<file path="src/rtl/data_mem_arbiter_pkg.sv">
// mem_arb_pkg: shared constants and types for the data-memory arbiter.
//   PORT_CPU / PORT_AUX : port indices used as grant identifiers
//   DM_AW / DM_DW       : data-memory address and data widths
package mem_arb_pkg;

    localparam int DM_AW = 8;
    localparam int DM_DW = 8;

    localparam logic PORT_CPU = 1'b0;
    localparam logic PORT_AUX = 1'b1;

    typedef logic [DM_AW-1:0] dmAddr_t;
    typedef logic [DM_DW-1:0] dmData_t;

endpackage

</file>
<file path="src/rtl/data_mem_arbiter_if.sv">
// data_mem_arbiter_if: one master's request/response channel into the arbiter.
//   req   : request, held until ack
//   we    : 1 = write, 0 = read
//   addr  : byte address
//   wdata : write data
//   ack   : one-cycle completion pulse (from arbiter)
//   rdata : registered read data (from arbiter)
interface data_mem_arbiter_if;
    import mem_arb_pkg::*;

    logic    req;
    logic    we;
    dmAddr_t addr;
    dmData_t wdata;
    logic    ack;
    dmData_t rdata;

    modport master (output req, output we, output addr, output wdata,
                    input  ack, input  rdata);

    modport slave  (input  req, input  we, input  addr, input  wdata,
                    output ack, output rdata);

endinterface

</file>
<file path="src/rtl/data_mem_arbiter_rr_arb2.sv">
// rr_arb2: two-request arbiter with a last-grant register.
//   clk, rst : clock, synchronous active-high reset
//   elig     : eligible requests, bit n = port n
//   gntVld   : a port is granted this cycle
//   gntIdx   : index of the granted port (valid with gntVld)
// FIXED_PRIO = 0 gives round-robin on ties, 1 lets port 0 always win.
module rr_arb2
    import mem_arb_pkg::*;
#(
    parameter int FIXED_PRIO = 0
) (
    input  logic       clk,
    input  logic       rst,
    input  logic [1:0] elig,
    output logic       gntVld,
    output logic       gntIdx
);

    logic lastGrant;

    always_comb begin
        gntVld = |elig;
        gntIdx = PORT_CPU;
        if (elig == 2'b10) begin
            gntIdx = PORT_AUX;
        end else if (elig == 2'b11) begin
            // On a tie round-robin hands the grant to the port that did not win last.
            gntIdx = (FIXED_PRIO != 0) ? PORT_CPU : ~lastGrant;
        end
    end

    // Resetting to PORT_AUX makes port 0 win the first tie after reset.
    always_ff @(posedge clk) begin
        if (rst) begin
            lastGrant <= PORT_AUX;
        end else if (gntVld) begin
            lastGrant <= gntIdx;
        end
    end

endmodule

</file>
<file path="src/rtl/data_mem_arbiter.sv">
// data_mem_arbiter: shares the single-port 256x8 data memory between the CPU
// load/store path (port0) and a secondary master (port1).
//   clk, rst  : clock, synchronous active-high reset
//   port0/1   : master channels (req/we/addr/wdata in, ack/rdata out)
//   mem_addr  : memory address from the granted port (0 when idle)
//   mem_din   : memory write data from the granted port (0 when idle)
//   mem_rd    : granted transaction is a read
//   mem_wr    : granted transaction is a write
//   mem_dout  : memory combinational read data
module data_mem_arbiter
    import mem_arb_pkg::*;
#(
    parameter int FIXED_PRIO = 0
) (
    input  logic                     clk,
    input  logic                     rst,
    data_mem_arbiter_if.slave        port0,
    data_mem_arbiter_if.slave        port1,
    output dmAddr_t                  mem_addr,
    output dmData_t                  mem_din,
    output logic                     mem_rd,
    output logic                     mem_wr,
    input  dmData_t                  mem_dout
);

    logic       ack0Q;
    logic       ack1Q;
    dmData_t    rdata0Q;
    dmData_t    rdata1Q;
    logic [1:0] elig;
    logic       gntVld;
    logic       gntIdx;
    logic       gntWe;

    // A port whose ack is high this cycle is masked so its held request is
    // not served a second time.
    assign elig = {port1.req & ~ack1Q, port0.req & ~ack0Q};

    rr_arb2 #(
        .FIXED_PRIO(FIXED_PRIO)
    ) uArb (
        .clk    (clk),
        .rst    (rst),
        .elig   (elig),
        .gntVld (gntVld),
        .gntIdx (gntIdx)
    );

    always_comb begin
        mem_addr = '0;
        mem_din  = '0;
        gntWe    = 1'b0;
        if (gntVld) begin
            if (gntIdx == PORT_AUX) begin
                mem_addr = port1.addr;
                mem_din  = port1.wdata;
                gntWe    = port1.we;
            end else begin
                mem_addr = port0.addr;
                mem_din  = port0.wdata;
                gntWe    = port0.we;
            end
        end
        mem_wr = gntVld & gntWe;
        mem_rd = gntVld & ~gntWe;
    end

    // Completion: ack pulses for the granted port, read data is captured on
    // the same edge the memory would take a write.
    always_ff @(posedge clk) begin
        if (rst) begin
            ack0Q   <= 1'b0;
            ack1Q   <= 1'b0;
            rdata0Q <= '0;
            rdata1Q <= '0;
        end else begin
            ack0Q <= gntVld && (gntIdx == PORT_CPU);
            ack1Q <= gntVld && (gntIdx == PORT_AUX);
            if (gntVld && !gntWe) begin
                if (gntIdx == PORT_AUX) begin
                    rdata1Q <= mem_dout;
                end else begin
                    rdata0Q <= mem_dout;
                end
            end
        end
    end

    assign port0.ack   = ack0Q;
    assign port1.ack   = ack1Q;
    assign port0.rdata = rdata0Q;
    assign port1.rdata = rdata1Q;

endmodule

</file>
<file path="src/flat_wrapper.sv">
// flat-port wrapper written by rule: the top's interface ports become plain ports
module data_mem_arbiter_flat import mem_arb_pkg::*;
#(
    parameter int FIXED_PRIO = 0
)
  (clk, rst, mem_addr, mem_din, mem_rd, mem_wr, mem_dout, port0_req, port0_we, port0_addr, port0_wdata, port0_ack, port0_rdata, port1_req, port1_we, port1_addr, port1_wdata, port1_ack, port1_rdata);
  data_mem_arbiter_if port0_i ();
  data_mem_arbiter_if port1_i ();
  input  logic clk;
  input  logic rst;
  output dmAddr_t mem_addr;
  output dmData_t mem_din;
  output logic mem_rd;
  output logic mem_wr;
  input  dmData_t mem_dout;
  input wire logic [$bits(port0_i.req)-1:0] port0_req;
  input wire logic [$bits(port0_i.we)-1:0] port0_we;
  input wire logic [$bits(port0_i.addr)-1:0] port0_addr;
  input wire logic [$bits(port0_i.wdata)-1:0] port0_wdata;
  output wire logic [$bits(port0_i.ack)-1:0] port0_ack;
  output wire logic [$bits(port0_i.rdata)-1:0] port0_rdata;
  input wire logic [$bits(port1_i.req)-1:0] port1_req;
  input wire logic [$bits(port1_i.we)-1:0] port1_we;
  input wire logic [$bits(port1_i.addr)-1:0] port1_addr;
  input wire logic [$bits(port1_i.wdata)-1:0] port1_wdata;
  output wire logic [$bits(port1_i.ack)-1:0] port1_ack;
  output wire logic [$bits(port1_i.rdata)-1:0] port1_rdata;
  assign port0_i.req = port0_req;
  assign port0_i.we = port0_we;
  assign port0_i.addr = port0_addr;
  assign port0_i.wdata = port0_wdata;
  assign port0_ack = port0_i.ack;
  assign port0_rdata = port0_i.rdata;
  assign port1_i.req = port1_req;
  assign port1_i.we = port1_we;
  assign port1_i.addr = port1_addr;
  assign port1_i.wdata = port1_wdata;
  assign port1_ack = port1_i.ack;
  assign port1_rdata = port1_i.rdata;
  data_mem_arbiter #(.FIXED_PRIO(FIXED_PRIO)) u_core (.clk(clk), .rst(rst), .port0(port0_i), .port1(port1_i), .mem_addr(mem_addr), .mem_din(mem_din), .mem_rd(mem_rd), .mem_wr(mem_wr), .mem_dout(mem_dout));
endmodule
</file>
<file path="config.mk">
export PLATFORM = sky130hd
export DESIGN_NAME = data_mem_arbiter_flat
export DESIGN_NICKNAME = d
export VERILOG_FILES = /design/src/rtl/data_mem_arbiter_pkg.sv /design/src/rtl/data_mem_arbiter_if.sv /design/src/rtl/data_mem_arbiter_rr_arb2.sv /design/src/rtl/data_mem_arbiter.sv /design/src/flat_wrapper.sv
export SDC_FILE = /design/constraint.sdc
export NUM_CORES = 1
export LEC_CHECK = 0
export ABC_AREA = 1
export BUFFER_PORTS_ARGS = -buffer_cell sky130_fd_sc_hd__buf_4
export CELL_PAD_IN_SITES_DETAIL_PLACEMENT = 1
export CELL_PAD_IN_SITES_GLOBAL_PLACEMENT = 2
export CORE_ASPECT_RATIO = 1.5
export CORE_UTILIZATION = 19
export CTS_CLUSTER_DIAMETER = 30
export CTS_CLUSTER_SIZE = 14
export DETAILED_ROUTE_END_ITERATION = 8
export PLACE_DENSITY = 0.93
export SLEW_MARGIN = 25
export SYNTH_ARGS = -nofsm -noshare
export SYNTH_HDL_FRONTEND = slang
export SYNTH_SLANG_ARGS = --single-unit
</file>
<file path="constraint.sdc">
create_clock -name clk -period 2.43 [get_ports clk]
set_clock_uncertainty 0.05 [all_clocks]
set_input_delay 0.1215 -clock clk [delete_from_list [all_inputs] [get_ports clk]]
set_output_delay 0.1215 -clock clk [all_outputs]
set_load 0.01 [all_outputs]
</file>
==> summary.md <==
| Metric | Value |
|---|---|
| Synthesized net count | `249` |
| Initial DRC Count | `44` |
| I/O Pins | `82` |
| FF/Latch Area | `around 380 sq um` |
| WL per Instance | `10.6 um` |
| Final non-filler cell area | `1880 sq um` |
| Area of the multi-input gates | `roughly 560 sq um` |
| Critical Path RT | `between 2 and 2.5 ns` |
| Setup violations, final | `0` |
| Reg clk slew, reported paths | `roughly 0.070 ns` |
| Status | `finished clean` |
| Post-Syn Instances | `203` |
| Hold path start | `mem_dout[2]` |
| CTS Buf Count | `3` |
| CTS HTree Levels | `1` |
| Maximum vdd drop | `approximately 230 uV` |
| Root Buffer | `clkbuf_8` |
| DRC errors left | `0` |
| RSZ-0062 raised after global routing | `no` |
| CP Capture Type | `output pin` |
| Later-pin clock latency in the skew report | `0.25 ns` |
| DRT antenna net count | `0` |
| R2r startpoint | `u_core.port1.ack$_SDFF_PP0_` |
| Number of global-route vias before repair | `~1400` |
| Clock sink count | `19` |
| Least-Margin Pin Slew | `slightly above 0.5 ns` |
| Total GRT Usage | `0.119` |
| Fin cells | `355` |
| CTS tree | `yes` |
| Placed cells | `350` |
| Number of gates resized after cts | `0` |
| Die W | `roughly 66 um` |
| Drt total wl | `3.78 mm` |
| Placed cell areas | `roughly 1800 sq um` |
| Min Tclk post-route | `between 1.5 and 2 ns` |
| #FFs+latches synth | `19` |
| Port buffer count | `between 80 and 90` |
| Largest net degree at the start of global routing | `30` |
| DP HPWL | `between 3 and 4 mm` |
| Synthesized area per cell | `around 5.7 sq um` |
| Die area | `roughly 6500 sq um` |
| Clock Path Buffers | `2` |
| Worst Hold Depth | `5` |
| Final setup TNS | `0 ns` |
| Leakage power | `around 1.1 nW` |
| Die height | `a little under 100 um` |
| Relative slew slack | `0.653` |
| Hold violation count in the final report | `0` |
| Reg2reg path depth | `7` |
| Max Cap Violations | `0` |
| Initial core utilization | `0.199` |
| CP Max Fanout | `26` |
| Max Slew Vio Count | `0` |
| DR pass1 iterations | `2` |
| Tcrit/Tclk final | `0.707` |
| Initial antenna violation count | `0` |
| Hold WC Path Type | `in -> reg` |
| GRT overflow | `0` |
| Vias/cell | `4.04` |
| Num rows | `34` |
| Power Dens Cells | `490 nW/um^2` |
| Synth-to-Final Area Change | `60.9%` |
| WP data arrival | `1.55 ns` |
| Global-route wire length before repair | `about 6 mm` |
| Syn. warnings | `0` |
| CP Launch Point | `u_core.port1.ack$_SDFF_PP0_` |
| Post-Syn Area | `approximately 1200 sq um` |
| Core Region | `about 5900 sq um` |
| Crit Path Category | `reg -> out` |
| Fmax | `0.582 GHz` |
| Vias | `1433` |
| Layout cells sized above 1 | `0.332` |
| Diode count | `0` |
| Crit start category | `flip-flop` |
| Setup bufs post-CTS | `0` |
| Hold buffers post-CTS | `1` |
| Post-synthesis sequential area ratio | `0.326` |
| Layout Nets | `330` |
| Synth cell types | `16` |
| Routability cong. | `roughly 0.75` |
| # fillers | `804` |
layer usage:
metal	track usage	up-vias	wire, um
li1	-	754	-
met1	0.128	619	1490
met2	0.230	58	1980
met3	0.0210	2	275
met4	0.0295	0	25
met5	0	-	0
worst max-delay path: stages (launching register included):
cell	delay [ns]
dfxtp_1	0.33
inv_1	0.05
nand2_1	0.06
nand2_2	0.40
inv_1	0.15
a21oi_1	0.15
buf_4	0.14
final timing paths:
check                                                           to  slack [ns]
worst max-delay path                                        mem_rd        0.71
worst min register to register  u_core.uArb.lastGrant$_SDFFE_PP1P_        0.43
worst max register to register  u_core.port1.rdata[3]$_SDFFE_PP0P_        1.00
worst min-delay path            u_core.port1.rdata[2]$_SDFFE_PP0P_        0.14
Yosys cell counts, drive strengths merged:
cell type	n	area share
inv	46	0.15
buf	7	0.043
nor2	20	0.069
nor3	1	0.0043
dfxtp	19	0.33
a21oi	1	0.0043
nand3	19	0.092
clkinv	2	0.0064
nand2	80	0.26
nand4	8	0.043
final cells by class:
cell class,instances,share of cell area
inverters,48,0.0960
multi-input cells,129,0.296
flip-flops and latches,19,0.203
clock buffers,4,0.0240
well taps,72,0.0480
repair buffers,83,0.333
stage by stage:
step	worst slack (ns)	util	total power, W	hold slack (ns)
final	0.713	0.320	0.000920	0.139
after global routing	0.510	0.320	0.000991	0.174
after CTS	0.669	0.320	0.000936	0.144
after global placement	0.997	0.310	0.000708	0.274
after detailed placement	0.964	0.310	0.000712	0.273
after floorplan	1.22	-	0.000539	0.144
layout by cell type (no fill, tap or decap), types with 2 or more instances in the layout:
| cell | synthesis | final |
|---|---|---|
| inv_2 | 3 | 3 |
| clkinv_1 | 2 | 2 |
| dfxtp_1 | 19 | 19 |
| inv_1 | 43 | 43 |
| nand4_1 | 8 | 8 |
| nand2_1 | 77 | 77 |
| nand2_2 | 3 | 3 |
| clkbuf_8 | 0 | 3 |
| nor2_1 | 18 | 18 |
| buf_4 | 1 | 82 |
| nand3_1 | 18 | 18 |
| nor2_2 | 2 | 2 |
flip-flops by register name, summed over array words and instances, names as in the netlist:
| signal | flops |
|---|---|
| u_core.port1.rdata | 8 |
| u_core.port0.ack | 1 |
| u_core.uArb.lastGrant | 1 |
| u_core.port1.ack | 1 |
| u_core.port0.rdata | 8 |
power by group:
part / switching, W / leakage [nW] / internal (W)
Clock: 0.000105 / 0.0228 / 0.000116
Combinational: 0.000179 / 0.930 / 0.000170
Sequential: 0.0000132 / 0.156 / 0.000337
Total: 0.000296 / 1.11 / 0.000623
cells by family after synthesis:
kind of cell | after synthesis | synth area share
AO/OA/AOI/OAI | 1 | 0.00429
buffers and inverters | 55 | 0.197
AND/OR/NAND/NOR | 128 | 0.472
flip-flops | 19 | 0.326
Note: power is estimated with default switching activity, not from simulation.
